==> src/rtl/mul_unit_sequencer.sv <==
// Multi-cycle HI/LO multiply controller: radix-2 shift-add over WIDTH cycles plus a sign-fix/accumulate cycle.
// Optional macro MUL_SEQ_EARLY_OUT_EN ends the shift-add phase once the remaining multiplier bits are zero.
module mul_unit_sequencer #(
  parameter int         WIDTH     = 32,
  parameter logic [2:0] MUL_MADD  = 3'b000,
  parameter logic [2:0] MUL_MADDU = 3'b001,
  parameter logic [2:0] MUL_MUL   = 3'b010,
  parameter logic [2:0] MUL_MFHI  = 3'b101,
  parameter logic [2:0] MUL_MFLO  = 3'b100
) (
  input  logic             clk,
  input  logic             rst,
  input  logic [2:0]       mul_op,
  input  logic             start,
  input  logic             rd_req,
  input  logic [WIDTH-1:0] op_a,
  input  logic [WIDTH-1:0] op_b,
  output logic [WIDTH-1:0] rd_data,
  output logic             busy,
  output logic             done,
  output logic             stall,
  output logic [WIDTH-1:0] hi,
  output logic [WIDTH-1:0] lo
);

  localparam int                 CW     = $clog2(WIDTH + 1);
  localparam logic [WIDTH-1:0]   ONE_W  = {{(WIDTH-1){1'b0}}, 1'b1};
  localparam logic [2*WIDTH-1:0] ONE_P  = {{(2*WIDTH-1){1'b0}}, 1'b1};
  localparam logic [CW-1:0]      ONE_C  = {{(CW-1){1'b0}}, 1'b1};
  localparam logic [CW-1:0]      LAST_C = CW'(WIDTH - 1);

  typedef enum logic [1:0] {
    ST_IDLE = 2'd0,
    ST_RUN  = 2'd1,
    ST_FIX  = 2'd2
  } state_t;

  state_t             state_r, state_nx_s;
  logic [2*WIDTH-1:0] mcand_r, partial_r, prod_s, hilo_nx_s;
  logic [WIDTH-1:0]   mplier_r, hi_r, lo_r, mag_a_s, mag_b_s;
  logic [CW-1:0]      count_r;
  logic               neg_r, accum_r, busy_r, done_r;
  logic               accept_s, signed_op_s, last_iter_s;

  // Start acceptance decode and operand magnitudes for signed ops
  always_comb begin
    accept_s    = 1'b0;
    signed_op_s = 1'b0;
    if (start && (state_r == ST_IDLE)) begin
      case (mul_op)
        MUL_MADD, MUL_MUL: begin
          accept_s    = 1'b1;
          signed_op_s = 1'b1;
        end
        MUL_MADDU: accept_s = 1'b1;
        default:   accept_s = 1'b0;
      endcase
    end else begin
      accept_s = 1'b0;
    end
    // the most-negative value maps onto itself, which reads correctly as an unsigned magnitude
    mag_a_s = (signed_op_s && op_a[WIDTH-1]) ? (~op_a + ONE_W) : op_a;
    mag_b_s = (signed_op_s && op_b[WIDTH-1]) ? (~op_b + ONE_W) : op_b;
  end

  // Iteration termination and the sign-corrected / accumulated result
  always_comb begin
`ifdef MUL_SEQ_EARLY_OUT_EN
    last_iter_s = (count_r == LAST_C) || (mplier_r[WIDTH-1:1] == {(WIDTH-1){1'b0}});
`else
    last_iter_s = (count_r == LAST_C);
`endif
    prod_s    = neg_r ? (~partial_r + ONE_P) : partial_r;
    hilo_nx_s = accum_r ? ({hi_r, lo_r} + prod_s) : prod_s;
  end

  // Next-state logic
  always_comb begin
    state_nx_s = state_r;
    case (state_r)
      ST_IDLE: begin
        if (accept_s) begin
          state_nx_s = ST_RUN;
        end else begin
          state_nx_s = ST_IDLE;
        end
      end
      ST_RUN: begin
        if (last_iter_s) begin
          state_nx_s = ST_FIX;
        end else begin
          state_nx_s = ST_RUN;
        end
      end
      ST_FIX:  state_nx_s = ST_IDLE;
      default: state_nx_s = ST_IDLE;
    endcase
  end

  // State register
  always_ff @(posedge clk) begin
    if (rst) begin
      state_r <= ST_IDLE;
    end else begin
      state_r <= state_nx_s;
    end
  end

  // Operand latch, shift-add datapath, HI/LO update and status flags
  always_ff @(posedge clk) begin
    if (rst) begin
      mcand_r   <= {(2*WIDTH){1'b0}};
      partial_r <= {(2*WIDTH){1'b0}};
      mplier_r  <= {WIDTH{1'b0}};
      hi_r      <= {WIDTH{1'b0}};
      lo_r      <= {WIDTH{1'b0}};
      count_r   <= {CW{1'b0}};
      neg_r     <= 1'b0;
      accum_r   <= 1'b0;
      busy_r    <= 1'b0;
      done_r    <= 1'b0;
    end else begin
      busy_r <= (state_nx_s != ST_IDLE);
      done_r <= 1'b0;
      case (state_r)
        ST_IDLE: begin
          if (accept_s) begin
            mcand_r   <= {{WIDTH{1'b0}}, mag_a_s};
            mplier_r  <= mag_b_s;
            partial_r <= {(2*WIDTH){1'b0}};
            count_r   <= {CW{1'b0}};
            neg_r     <= signed_op_s & (op_a[WIDTH-1] ^ op_b[WIDTH-1]);
            accum_r   <= (mul_op != MUL_MUL);
          end
        end
        ST_RUN: begin
          if (mplier_r[0]) begin
            partial_r <= partial_r + mcand_r;
          end
          mcand_r  <= {mcand_r[2*WIDTH-2:0], 1'b0};
          mplier_r <= {1'b0, mplier_r[WIDTH-1:1]};
          count_r  <= count_r + ONE_C;
        end
        ST_FIX: begin
          {hi_r, lo_r} <= hilo_nx_s;
          done_r       <= 1'b1;
        end
        default: begin
          done_r <= 1'b0;
        end
      endcase
    end
  end

  assign busy    = busy_r;
  assign done    = done_r;
  assign hi      = hi_r;
  assign lo      = lo_r;
  assign stall   = busy_r & (start | rd_req);
  assign rd_data = (mul_op == MUL_MFHI) ? hi_r : lo_r;

endmodule

==> config.mk <==
export PLATFORM = sky130hd
export DESIGN_NAME = mul_unit_sequencer
export DESIGN_NICKNAME = d
export VERILOG_FILES = /design/src/rtl/mul_unit_sequencer.sv
export SDC_FILE = /design/constraint.sdc
export NUM_CORES = 1
export LEC_CHECK = 0
export CAP_MARGIN = 30
export CELL_PAD_IN_SITES_DETAIL_PLACEMENT = 1
export CELL_PAD_IN_SITES_GLOBAL_PLACEMENT = 1
export CORE_MARGIN = 5
export CORE_UTILIZATION = 41
export CTS_CLUSTER_SIZE = 16
export DETAILED_ROUTE_END_ITERATION = 10
export HOLD_SLACK_MARGIN = 0.05
export PLACE_DENSITY = 0.88
export SYNTH_ARGS = -nofsm -noshare
export SYNTH_HDL_FRONTEND = slang
export SYNTH_SLANG_ARGS = --single-unit
==> constraint.sdc <==
create_clock -name clk -period 7 [get_ports clk]
set_clock_uncertainty 0.1 [all_clocks]
set_input_delay 0.7 -clock clk [delete_from_list [all_inputs] [get_ports clk]]
set_output_delay 0.7 -clock clk [all_outputs]
set_load 0.01 [all_outputs]
Yosys cells after proc, flatten, opt, wreduce, memory -nomap -nowiden
Cells that the tools add are included.
Word-level totals
  flip-flop bits (word level): 236
  input bits: 71
  output and inout bits: 99
  logic and storage cells: 67
Cells by class
  add/subtract/negate cells: 6
  eq/ne operators: 9
  muxes and demuxes: 22
  bitwise operators: 7
  reductions and logical operators: 12
Operators with widths (count)
  64-bit two-way mux: 5
  64-bit one-hot mux with 2 select lines: 2
  64-bit adder: 2
  32-bit two-way mux: 4
  32-bit by 1-bit adder with 32-bit output (second input constant): 2
  64-bit by 1-bit adder with 64-bit output (second input constant): 1
  32-bit inverter: 2
  64-bit inverter: 1
  32-bit one-hot mux with 2 select lines: 1
  6-bit one-hot mux with 2 select lines: 1
  6-bit by 1-bit adder with 6-bit output (second input constant): 1
  6-bit by 5-bit equality test with 1-bit output (second input constant): 1
  1-bit two-way mux: 6
  6-bit two-way mux: 1
  2-bit != test (second input constant): 2
  2-bit one-hot mux with 2 select lines: 1
  2-bit AND reduction: 2
  2-bit nonzero test: 2
  3-bit by 1-bit equality test with 1-bit output (second input constant): 1
  3-bit by 2-bit equality test with 1-bit output (second input constant): 1
  3-bit equality test (second input constant): 1
  1-bit logical AND: 3
  3-bit zero test: 1
  3-bit by 2-bit != test with 1-bit output (second input constant): 1
  10 further kinds: 11

Longest topological paths before layout
Gate-level depths: netlist of run 1.
  depth after elaboration: 8
  mapped depth: 22
  depth with buffers taken out: 22

Worst setup path before layout of run 1
No wires, ideal clock.
  kind: reg2reg
  start: register partial_r[2]
  end: register hi_r[27], in the netlist hi[27]
  library setup time: 0.070 ns
  data arrival time: 4.687 ns
  data required time: 6.830 ns
  slack: 2.142 ns
  cell stages (with the launch flop): 19
  buffers on the path: 0
  clock period less this slack: 4.858 ns
  cell sequence: dfxtp_1 -> or4_1 -> nor4_1 -> nand3_1 -> or2_2 -> o31ai_1 -> xnor2_1 -> ha_1 -> a21o_1 -> a21o_1 -> a21o_1 -> a21o_1 -> a21oi_1 -> o221ai_1 -> or2_2 -> a21oi_1 -> o21ai_0 -> mux2_2 -> a21oi_1
On the way
  word-level cells in the longest chain between the ends: 5
RTL lines
  from (decl): RTL line 39  | logic [2*WIDTH-1:0] mcand_r, partial_r, prod_s, hilo_nx_s;
  from (signal assigned): RTL line 113  | partial_r <= {(2*WIDTH){1'b0}};
  from (signal assigned): RTL line 130  | partial_r <= {(2*WIDTH){1'b0}};
  from (signal assigned): RTL line 138  | partial_r <= partial_r + mcand_r;
  64-bit inverter: RTL line 73  | prod_s = neg_r ? (~partial_r + ONE_P) : partial_r;
  64-bit by 1-bit adder with 64-bit output: RTL line 73
  64-bit two-way mux *: RTL line 73
  64-bit adder: RTL line 74  | hilo_nx_s = accum_r ? ({hi_r, lo_r} + prod_s) : prod_s;
  64-bit two-way mux *: RTL line 74
  to (signal assigned): RTL line 115  | hi_r <= {WIDTH{1'b0}};
  to (signal assigned): RTL line 145  | {hi_r, lo_r} <= hilo_nx_s;
  to (decl): RTL line 40  | logic [WIDTH-1:0] mplier_r, hi_r, lo_r, mag_a_s, mag_b_s;
Mark *: on every way between the ends. The rest lies on a longest branch, timed or not.
A chain may end at the register's enable or synchronous reset.

Worst setup path in the final report of run 1
Ends and elaborated chain as after synthesis.

==> metrics, run 1 <==
status completed; Fin. Hold Viols 0; Post-synth ARST share 0; WS Path Type flip-flop to flip-flop; Post-synth EDFFs 0; Worst-Margin Slew ~940 ps; Final Critical Period slightly below 6000 ps; Setup violations, final 0; Nets around 2900; drt pass-1 iters 7; RSZ-0062 raised after global routing no; port bufs 169; total number of yosys warnings 0; met2 track demand over resource 0.4348; Initial Util 0.4153; synthesized area just under 0.02 mm^2; Iteration-0 DRC Markers approximately 1500; Register-to-Register Path Depth 17; dpl cells between 3000 and 4000; die area roughly 0.052 mm^2; clk sinks about 240; Post-Route WL around 71000 um; Avg WL per Cell about 22 um; PwrDens 143.5 mW/mm^2; Yosys reg bits approximately 240; core area approximately 0.047 mm^2; Rel. slew slack 0.3689; first-pass GRT wire length around 110000 um; Leakage 8.991 nW; total power approximately 3.2 mW; num rows 79; main flop type after synthesis dfxtp_1; share of layout cells above drive strength 1 0.05722; die width between 200 and 250 um; busiest grt layer met2; CTS Buf Count 29; Final Cycle Share 0.8481; gpl congestion ~0.99; ANT cells 0; largest net degree at the start of global routing about 100; max frequency around 0.17 GHz; H-Tree Level Count 1; Hold WC Path Type flip-flop to flip-flop; Startpoint Class flip-flop; Cells after Synth 2579; hold depth 2; TritonCTS clock tree yes; register area share after synthesis 0.2443; Max IR drop VDD 0.1162 mV; DP HPWL between 50000 and 60000 um; CP required ~7400 ps; count leader, synth a21oi_1; I/O Pins 170; Layout Cells excl Fill between 3000 and 4000; post-route ant nets 0; post-CTS sizing 0; vias in the first global route 20305; CTS Buffer Depth 3; Netlist cell types 72; crit-path max FO 7; hold_buf cts 0; post-CTS setup buffers 0; crit end category flip-flop; max capacitance violation total 0; die height around 230 um; most instantiated cells after synthesis 343 x a21oi_1, 330 x nand2_1, 236 x dfxtp_1; total grt overflow 0; gr usage total 0.2628; Synthesized Nets ~2800; DRC viols 0; reg2reg setup slack 1060 ps; clock root buffer clkbuf_16; vias per cell ~6.1; Synth top area share 0.2443; setup tns final 0 ps; Worst-Skew Late Latency 570 ps; Pins Over Slew Limit 0; Clock transition at path regs ~60 ps; Area growth syn-to-layout 15.85%; initial antenna violation count 0; Mapped Avg Cell Area 7.497 um^2; Worst EP arrival roughly 6300 ps; met1 usage 0.3594; met3 usage 0.03675; via count 20089; largest area contributor in the netlist dfxtp_1; Synth area leaders dfxtp_1 24%, ha_1 9.3%, a21oi_1 8.9%, xnor2_1 7.1%, nand2_1 6.4%
## per-stage QoR
step,area [um^2],setup WS (ps),util,hold WS [ps]
2_1_floorplan,19340,2142,-,345.0
3_3_place_gp,21370,1327,0.4589,360.9
3_5_place_dp,21400,1247,0.4598,374.0
4_1_cts,22360,1152,0.4803,381.9
5_1_grt,22400,637.3,0.4812,403.4
6_report,22400,1063,0.4812,383.3
## metal layers
| metal | vias to the layer above | wire (um) |
|---|---|---|
| li1 | 9576 | - |
| met1 | 9807 | 32080 |
| met2 | 598 | 31950 |
| met3 | 108 | 4778 |
| met4 | 0 | 2044 |
| met5 | - | 0 |
## flip-flops by register name, summed over array words and instances (netlist names)
register	count
busy	1
lo	32
hi	32
state_r	2
done	1
count_r	6
mplier_r	32
accum_r	1
neg_r	1
partial_r	64
mcand_r	64
## cell type report
cell class                 count  area [um^2]
fill                        5691        24150
tap                          607        759.5
timing repair buffer         194         1932
sequential                   236         4727
clock buffer                  41        840.8
inverter                      45        168.9
multi-input combinational   2148        13860
clock inverter                10        113.9
## critical path, stage by stage (launching register included)
cell,delay (ps)
dfxtp_1,370
or4_1,660
nor4_1,640
nand3_1,340
or2_2,420
o41ai_1,420
xnor2_1,220
ha_1,350
and3_1,190
nand2_1,150
nor2_1,70
nor3_1,310
o221ai_1,210
or2_2,350
a21oi_1,430
o21ai_0,220
mux2_2,310
a21oi_1,120
## report_power, final
group	switching [mW]	leakage, nW	internal, mW	total (mW)
clock network	0.619	0.459	0.904	1.52
logic	0.187	6.63	0.115	0.302
registers	0.0243	1.91	1.37	1.39
## worst paths after layout
| check | end | start |
|---|---|---|
| worst max-delay path | hi[27] | partial_r[2] |
| worst min-delay path | mcand_r[43] | mcand_r[42] |
| worst max register to register | hi[27] | partial_r[2] |
| worst min register to register | mcand_r[43] | mcand_r[42] |
## cells in the final DEF (no fill, tap or decap), types with 19 or more instances in the layout
cell type,count
buf_4,21
nor3_1,39
a31oi_1,28
o21bai_1,31
nand2b_1,20
o211ai_1,22
nand2_1,330
clkbuf_16,29
xor2_1,72
a21o_1,73
dfxtp_1,234
a211oi_1,35
a21oi_1,342
mux2_2,35
inv_1,45
nor2_1,162
nand4_1,39
o21ai_0,169
and2_1,19
nand3_1,79
xnor2_1,156
ha_1,144
a22oi_1,83
o31ai_1,28
clkdlybuf4s50_1,168
## cells by family (layout without fill, tap and decap cells)
kind of cell             after synthesis  in the layout  share of synthesized area
adder cells (fa/ha/maj)              146            146                    0.09525
AND/OR/NAND/NOR                      813            813                     0.1977
multiplexers                          42             42                    0.02401
XOR/XNOR                             228            228                     0.1033
buffers and inverters                195            290                    0.04122
AO/OA/AOI/OAI                        919            919                     0.2942
flip-flops                           236            236                     0.2443
No activity file was read; power rests on OpenSTA's default activity.
==> run 2, diff against run 1 <==
==> constraint.sdc (replaced) <==
create_clock -name clk -period 5.7 [get_ports clk]
set_clock_uncertainty 0.1 [all_clocks]
set_input_delay 0.57 -clock clk [delete_from_list [all_inputs] [get_ports clk]]
set_output_delay 0.57 -clock clk [all_outputs]
set_load 0.01 [all_outputs]
==> run 2 against run 1 <==
Compared with the run above: final cell count up 0.43%; fmax up 7.9%; wire length up 2.4%; global-route usage up 0.71 points; largest power group unchanged.
==> metrics, run 2 (synthesized netlist as in run 1, its figures left out) <==
DRC viols 0 (unchanged); Post-Route WL 72540 um (was 70850 um); first-pass GRT wire length 114000 um (was 111500 um); ANT cells 0 (unchanged); Fill cells 5736 (was 5691); Iteration-0 DRC Markers 1283 (was 1528); initial antenna violation count 0 (unchanged); most used cell, CP o41ai_1; status completed (unchanged); hold_buf cts 0 (unchanged); share of layout cells above drive strength 1 0.06585 (was 0.05722); worst setup margin 197.8 ps (was 1063 ps); post-CTS setup buffers 0 (unchanged); clock share of power 0.505 (was 0.474); post-CTS sizing 0 (unchanged); Worst-Margin Slew 955.2 ps (was 937.9 ps); Avg WL per Cell 22.01 um (was 21.59 um); CTS Buf Count 30 (was 29); Switch Pwr 1.082 mW (was 0.8302 mW); Int Pwr 3.114 mW (was 2.384 mW); max capacitance violation total 0 (unchanged); Leakage 9.102 nW (was 8.991 nW); gpl congestion 0.9780 (was 0.9925); WS Path Type flip-flop to flip-flop (unchanged); Max IR drop VDD 0.1798 mV (was 0.1162 mV); crit-path max cell delay 670 ps (was 660 ps); port bufs 169 (unchanged); max frequency 0.1817 GHz (was 0.1684 GHz); DP HPWL 55690 um (was 54260 um); num rows 79 (unchanged); Pins Over Slew Limit 0 (unchanged); vias per cell 6.123 (about the same); Logic pwr share 0.088 (was 0.094); core area 0.04656 mm^2 (unchanged); Fin. Hold Viols 0 (unchanged); Layout Cells excl Fill 3295 (was 3281); gr usage total 0.2700 (was 0.2628); Sequential Area 0.004727 mm^2 (unchanged); multi-input logic area 0.01389 mm^2 (was 0.01386 mm^2); drt pass-1 iters 5 (was 7); final design utilization 0.4857 (was 0.4812); via count 20174 (was 20089); commonest non-fill, non-tap cell in the layout a21oi_1 (unchanged); crit end category flip-flop (unchanged); Clock transition at path regs 60 ps (about the same); Startpoint Class flip-flop (unchanged); die height 227.2 um (unchanged); Hold WC Path Type input port to flip-flop (was flip-flop to flip-flop); PwrDens 185.6 mW/mm^2 (was 143.5 mW/mm^2); TritonCTS clock tree yes (unchanged); commonest non-fill, non-tap cells in the layout 340 x a21oi_1, 330 x nand2_1, 234 x dfxtp_1 (was 342 x a21oi_1, 330 x nand2_1, 234 x dfxtp_1); crit-path max FO 7 (unchanged); post-route ant nets 0 (unchanged); clk sinks 236 (unchanged); Setup violations, final 0 (unchanged); clock root buffer clkbuf_16 (unchanged); Worst EP arrival 5920 ps (was 6340 ps); Flop pwr share 0.407 (was 0.432); Area growth syn-to-layout 16.94% (was 15.85%); Final Cycle Share 0.9653 (was 0.8481); switch share 0.2579 (was 0.2583); vias in the first global route 20451 (was 20305); Nets 2881 (was 2871); top flop regs mcand_r (64), partial_r (64) (unchanged); worst-path cell chain or4_1 -> or2_2 -> or3_1 -> o41ai_1 -> xnor2_1 -> ha_1 -> a21o_1 -> o21bai_1 -> a211oi_1 -> o21ai_0 -> a21oi_2 -> o41ai_1 -> buf_4 -> a221o_1 -> a2111o_1 -> nand4_1 -> mux2_2 -> a21oi_1 (was or4_1 -> nor4_1 -> nand3_1 -> or2_2 -> o41ai_1 -> xnor2_1 -> ha_1 -> and3_1 -> nand2_1 -> nor2_1 -> nor3_1 -> o221ai_1 -> or2_2 -> a21oi_1 -> o21ai_0 -> mux2_2 -> a21oi_1); Worst-Skew Late Latency 590 ps (was 570 ps); Final Critical Period 5502 ps (was 5937 ps); dpl cells 3239 (was 3228); largest net degree at the start of global routing 140 (was 101); I/O Pins 170 (unchanged); die area 0.05160 mm^2 (unchanged); Initial Util 0.4153 (unchanged); slowest CP cell or4_1 (unchanged); H-Tree Level Count 1 (unchanged); Place WS 135.1 ps (was 1247 ps); Rel. slew slack 0.3632 (was 0.3689); CP required 6120 ps (was 7410 ps); CTS Buffer Depth 3 (unchanged); die width 227.2 um (unchanged); total grt overflow 0 (unchanged)
## run 2: cell types whose count changed in the layout (fill, tap and decap cells not counted), sizes merged
cell / change
buf: +9
clkinv: +4
bufinv: +3
clkinvlp: -3
inv: +2
clkbuf: -1
## run 2: critical path, delay by kind of cell (launching register included)
kind | cells | cell delay (ps)
AOI/OAI and AO/OA | 10 | 2430
xor gates and xnor gates | 1 | 190
adders and majority gates | 1 | 340
buffers and inverters | 1 | 150
DFF | 1 | 370
muxes | 1 | 350
and+or+nand+nor | 4 | 1500
## run 2: path summary, 6_finish.rpt
| path | startpoint | endpoint | slack (ps) | cells after the start |
|---|---|---|---|---|
| max reg2reg | partial_r[2] | hi[28] | 200 | 18 |
| max | partial_r[2] | hi[28] | 200 | 18 |
| min | rst | lo[24] | 300 | 2 |
| min reg2reg | mcand_r[34] | mcand_r[35] | 370 | 2 |
## run 2: per-layer routing
layer / vias up / part of all wire / track usage / wire, um
li1: 9610 / - / - / -
met1: 9805 / 0.46 / 0.3739 / 33350
met2: 636 / 0.44 / 0.4385 / 32110
met3: 123 / 0.064 / 0.03688 / 4657
met4: 0 / 0.033 / 0.08372 / 2417
met5: - / 0 / 0 / 0
## run 2: power by group through the flow
| stage | sequential, mW | clock [mW] | combinational [mW] |
|---|---|---|---|
| 3_3_place_gp | 1.74 | 0 | 0.351 |
| 2_1_floorplan | 1.73 | 0 | 0.227 |
| 4_1_cts | 1.71 | 2.16 | 0.367 |
| 3_5_place_dp | 1.74 | 0 | 0.365 |
| 6_report | 1.71 | 2.12 | 0.368 |
| 5_1_grt | 1.71 | 2.23 | 0.402 |
## run 2: stage by stage
step	power [mW]	TNS, ps	hold slack (ps)	area [um^2]
after global placement	2.092	0	358.2	21460
after floorplan	1.954	0	345.0	19340
after global routing	4.344	-41.22	288.8	22610
after detailed placement	2.108	0	371.1	21480
final	4.196	0	296.1	22610
after CTS	4.229	0	273.5	22580
## run 2: layout make-up
type,count,area share
clock buffers,40,0.03846
clock inverters,16,0.01002
inverters,45,0.007470
multi-input cells,2148,0.6144
flip-flops and latches,236,0.2091
well taps,607,0.03359
repair buffers,203,0.08704
==> edit 1, RTL diff (config.mk and constraints of run 1) <==
Change the parameter `WIDTH` from 32 to 16.
--- a/src/rtl/mul_unit_sequencer.sv
+++ b/src/rtl/mul_unit_sequencer.sv
@@ -1,7 +1,7 @@
 // Multi-cycle HI/LO multiply controller: radix-2 shift-add over WIDTH cycles plus a sign-fix/accumulate cycle.
 // Optional macro MUL_SEQ_EARLY_OUT_EN ends the shift-add phase once the remaining multiplier bits are zero.
 module mul_unit_sequencer #(
-  parameter int         WIDTH     = 32,
+  parameter int         WIDTH     = 16,
   parameter logic [2:0] MUL_MADD  = 3'b000,
   parameter logic [2:0] MUL_MADDU = 3'b001,
   parameter logic [2:0] MUL_MUL   = 3'b010,
Interface: changed (5 resized); port bits go from 170 to 90. No check against the original RTL was run, so the function may have changed too.
==> edit 1 against run 1 <==
Area after synthesis fell by 50%. Critical path type unchanged. Non-clock buffer count shrank 93. Setup slack gained 860 ps. Sequential cell count fell by 113. Routed wire length fell by 54%. Cell area fell by 49%. Total power shrank 44%. Sequential share of layout area up 0.52 points.
==> edit 1: results (changes against run 1) <==
Status
  • Status: finished, final reports clean (unchanged)

Synthesis
  • Post-synthesis sequential area ratio: 0.2558 (was 0.2443)
  • Yosys top cell area share: 0.2558 (was 0.2443)
  • Top post-synthesis cells by area: dfxtp_1 26%, ha_1 9.6%, a21oi_1 8.0%, nand2_1 5.8%, xnor2_1 5.4% (was dfxtp_1 24%, ha_1 9.3%, a21oi_1 8.9%, xnor2_1 7.1%, nand2_1 6.4%)
  • Synth top cells by count: 153 x a21oi_1, 150 x nand2_1, 123 x dfxtp_1 (was 343 x a21oi_1, 330 x nand2_1, 236 x dfxtp_1)

Finish
  • Clock Network Area Fraction: 0.05308 (was 0.04262)
  • Number of multi-input logic gates: 1,037 (was 2,148)
  • Nonclk buf count: 101 (was 194)
  • Seq/total area: 0.2163 (was 0.2110)
  • Inverters: 34 (was 45)
  • Nets: 1,429 (was 2,871)
  • CLK BUF: 24 (was 41)
  • Fill count: 2,876 (was 5,691)
  • Buffering overhead: 0.08769 (was 0.08624)

Global route
  • First-pass GRT wire length: 52,830 µm (was 111,500 µm)
  • Met3 Track Usage GR: 0.03558 (was 0.03675)
  • Vias in the first global route: 10,270 (was 20,310)
  • Largest net degree at the start of global routing: 65 (was 101)
  • Met2 Use GR: 0.4347 (was 0.4348)

Worst setup path
  • R2R Setup Slk: 1930 ps (was 1060 ps)
  • Worst Path Max Fanout: 6 (was 7)
  • Worst r2r src: partial_r[1] (was partial_r[2])

Placed design
  • GP Congestion: 0.9227 (was 0.9925)

Power
  • P_leak: 0.004619 µW (was 0.008991 µW)
  • Worst vdd ir: 0.1211 mV (was 0.1162 mV)
  • P_sw: 439.9 µW (was 830.2 µW)

CTS
  • Worst skew pair latency: 430 ps (was 570 ps)
  • # clock sinks: 123 (was 236)

Routing
  • Routed WL: 32,290 µm (was 70,850 µm)
  • Initial drt markers: 403 (was 1,528)
  • Detailed Routing Iterations Pass 1: 5 (was 7)

Timing
  • Max-slew headroom: 0.4375 (was 0.3689)
  • Fin crit share: 0.7249 (was 0.8481)

Floorplanning
  • Core area: 23,330 µm² (was 46,560 µm²)
-- edit 1: cells by family (layout without fill, tap and decap cells) --
group / Yosys count / after routing / share of synthesized area
flops: 123 / 123 / 0.2558
simple gates: 390 / 390 / 0.1919
buf+inv: 102 / 166 / 0.04028
mux: 20 / 20 / 0.02287
fa+ha+maj: 76 / 76 / 0.1003
xor+xnor: 95 / 95 / 0.08720
compound gates: 456 / 456 / 0.3016
-- edit 1: path summary, 6_finish.rpt --
| path | to | cells after the start |
|---|---|---|
| max | hi[9] | 15 |
| min | mcand_r[24] | 2 |
| max reg2reg | hi[9] | 15 |
| min reg2reg | mcand_r[24] | 2 |
-- edit 1: metrics by stage --
step	cells	hold WS [ps]
4_1_cts	1645	383.0
2_1_floorplan	1262	345.0
5_1_grt	1645	405.5
3_3_place_gp	1613	360.0
6_report	1645	381.1
3_5_place_dp	1614	372.7
-- edit 1: worst max-delay path, cell delays in order, from the launching register on --
cell      delay [ps]
dfxtp_1          370
inv_1            110
ha_1             190
or4b_1           500
or4_1            630
nand2_1          130
xnor2_1          180
ha_1             350
a2111o_1         390
a311oi_1         290
nor3b_1          170
a31oi_1          480
a211oi_1         300
o31ai_1          360
mux2i_1          260
o211ai_1         130
-- edit 1: routing by layer --
layer	wire, µm	up-vias
met5	0	-
met4	715	0
met3	1739	53
met2	15920	267
met1	13920	4840
li1	-	4767
-- edit 1: power by group through the flow --
| stage | combinational, µW | sequential, µW | clock, µW |
|---|---|---|---|
| finish | 156 | 722 | 928 |
| global placement | 147 | 736 | 0 |
| global route | 171 | 723 | 974 |
| detailed placement | 155 | 737 | 0 |
| CTS | 156 | 722 | 934 |
| floorplan | 91.3 | 734 | 0 |
==> edit 2, RTL diff (config.mk and constraints of run 1) <==
Made on the original files. The 3 states of `state_t` get a one-hot encoding in 3 bits.
--- a/src/rtl/mul_unit_sequencer.sv
+++ b/src/rtl/mul_unit_sequencer.sv
@@ -29,10 +29,10 @@
   localparam logic [CW-1:0]      ONE_C  = {{(CW-1){1'b0}}, 1'b1};
   localparam logic [CW-1:0]      LAST_C = CW'(WIDTH - 1);
 
-  typedef enum logic [1:0] {
-    ST_IDLE = 2'd0,
-    ST_RUN  = 2'd1,
-    ST_FIX  = 2'd2
+  typedef enum logic [2:0] {
+    ST_IDLE = 3'b001,
+    ST_RUN  = 3'b010,
+    ST_FIX  = 3'b100
   } state_t;
 
   state_t             state_r, state_nx_s;
Behaviour: same outputs for any inputs over 4 cycles, from zero or initial values and one cycle with rst high; so few cycles prove little.
==> edit 2 against run 1 <==
Routed wire length grew 0.74%. Total power shrank 1.4%. Cell area shrank 0.25%. Area after synthesis shrank 0.23%. Maximum frequency shrank 1.5%. Via count grew 0.27%. Setup slack lost 88 ps. Sequential cell count grew 1. Critical endpoint is now hi[29]. Highest routed layer unchanged.
==> edit 2: results (changes against run 1) <==
Routing
  • WL met2: 33,200 µm (was 31,950 µm)
  • Routed WL per cell: 21.98 µm (was 21.59 µm)
  • Detailed Routing Iterations Pass 1: 5 (was 7)
  • Met3 WL: 4098 µm (was 4778 µm)
  • Vias: 20,140 (was 20,090)
  • M1 WL: 32,060 µm (was 32,080 µm)

Worst setup path
  • Worst path max stage delay: 680 ps (was 660 ps)

Finish
  • Buffering overhead: 0.08455 (was 0.08624)
  • Seq/total area: 0.2124 (was 0.2110)
  • Share of cells above drive strength 1: 0.05036 (was 0.05722)
  • Nonclk buf count: 192 (was 194)
  • CLK BUF: 42 (was 41)
  • Number of multi-input logic gates: 2,118 (was 2,148)
  • Final Util: 0.4800 (was 0.4812)
  • Inverters: 44 (was 45)

Placed design
  • Hpwl dp: 54,450 µm (was 54,260 µm)
  • Cell Area, Placed: 21,380 µm² (was 21,400 µm²)

Synthesis
  • Post-synthesis sequential area ratio: 0.2459 (was 0.2443)
  • Synth Area in Adders: 0.09547 (was 0.09525)
  • #FFs+latches synth: 237 (was 236)
  • Mapped Cells: 2,556 (was 2,579)
  • Post-synthesis compound-gate area fraction: 0.3013 (was 0.2942)

Status
  • Status: finished, final reports clean (unchanged)

Timing
  • Max-slew headroom: 0.3441 (was 0.3689)

Global route
  • Largest net degree at the start of global routing: 91 (was 101)
  • Met3 Track Usage GR: 0.02978 (was 0.03675)
  • Met2 Use GR: 0.4530 (was 0.4348)
  • GR Util met1: 0.3584 (was 0.3594)

Power
  • P_leak: 0.008990 µW (was 0.008991 µW)
==> edit 2: cell types whose count changed after synthesis, moves of 13 or more <==
cell and change:
o31ai_1 +13, nand2_1 -27, nor2_1 +26, a21oi_1 -13, a22o_1 +25, a21o_1 +17
o21ai_0 -57
==> edit 2: final timing paths <==
| kind | from | end | slack [ps] | cells past startpoint |
|---|---|---|---|---|
| max | partial_r[2] | hi[29] | 980 | 18 |
| min | mcand_r[54] | mcand_r[55] | 380 | 2 |
| max reg2reg | partial_r[2] | hi[29] | 980 | 18 |
| min reg2reg | mcand_r[54] | mcand_r[55] | 380 | 2 |
==> edit 2: worst min-delay path, cell delays in order (launching register included) <==
cell and delay (ps):
dfxtp_1 320, nand2_1 60, a21oi_1 50
==> edit 2: where the power goes <==
group	internal, µW	switching (µW)	total (µW)
Combinational	96.2	148	244
Clock	912	628	1540
Sequential	1370	18.9	1390
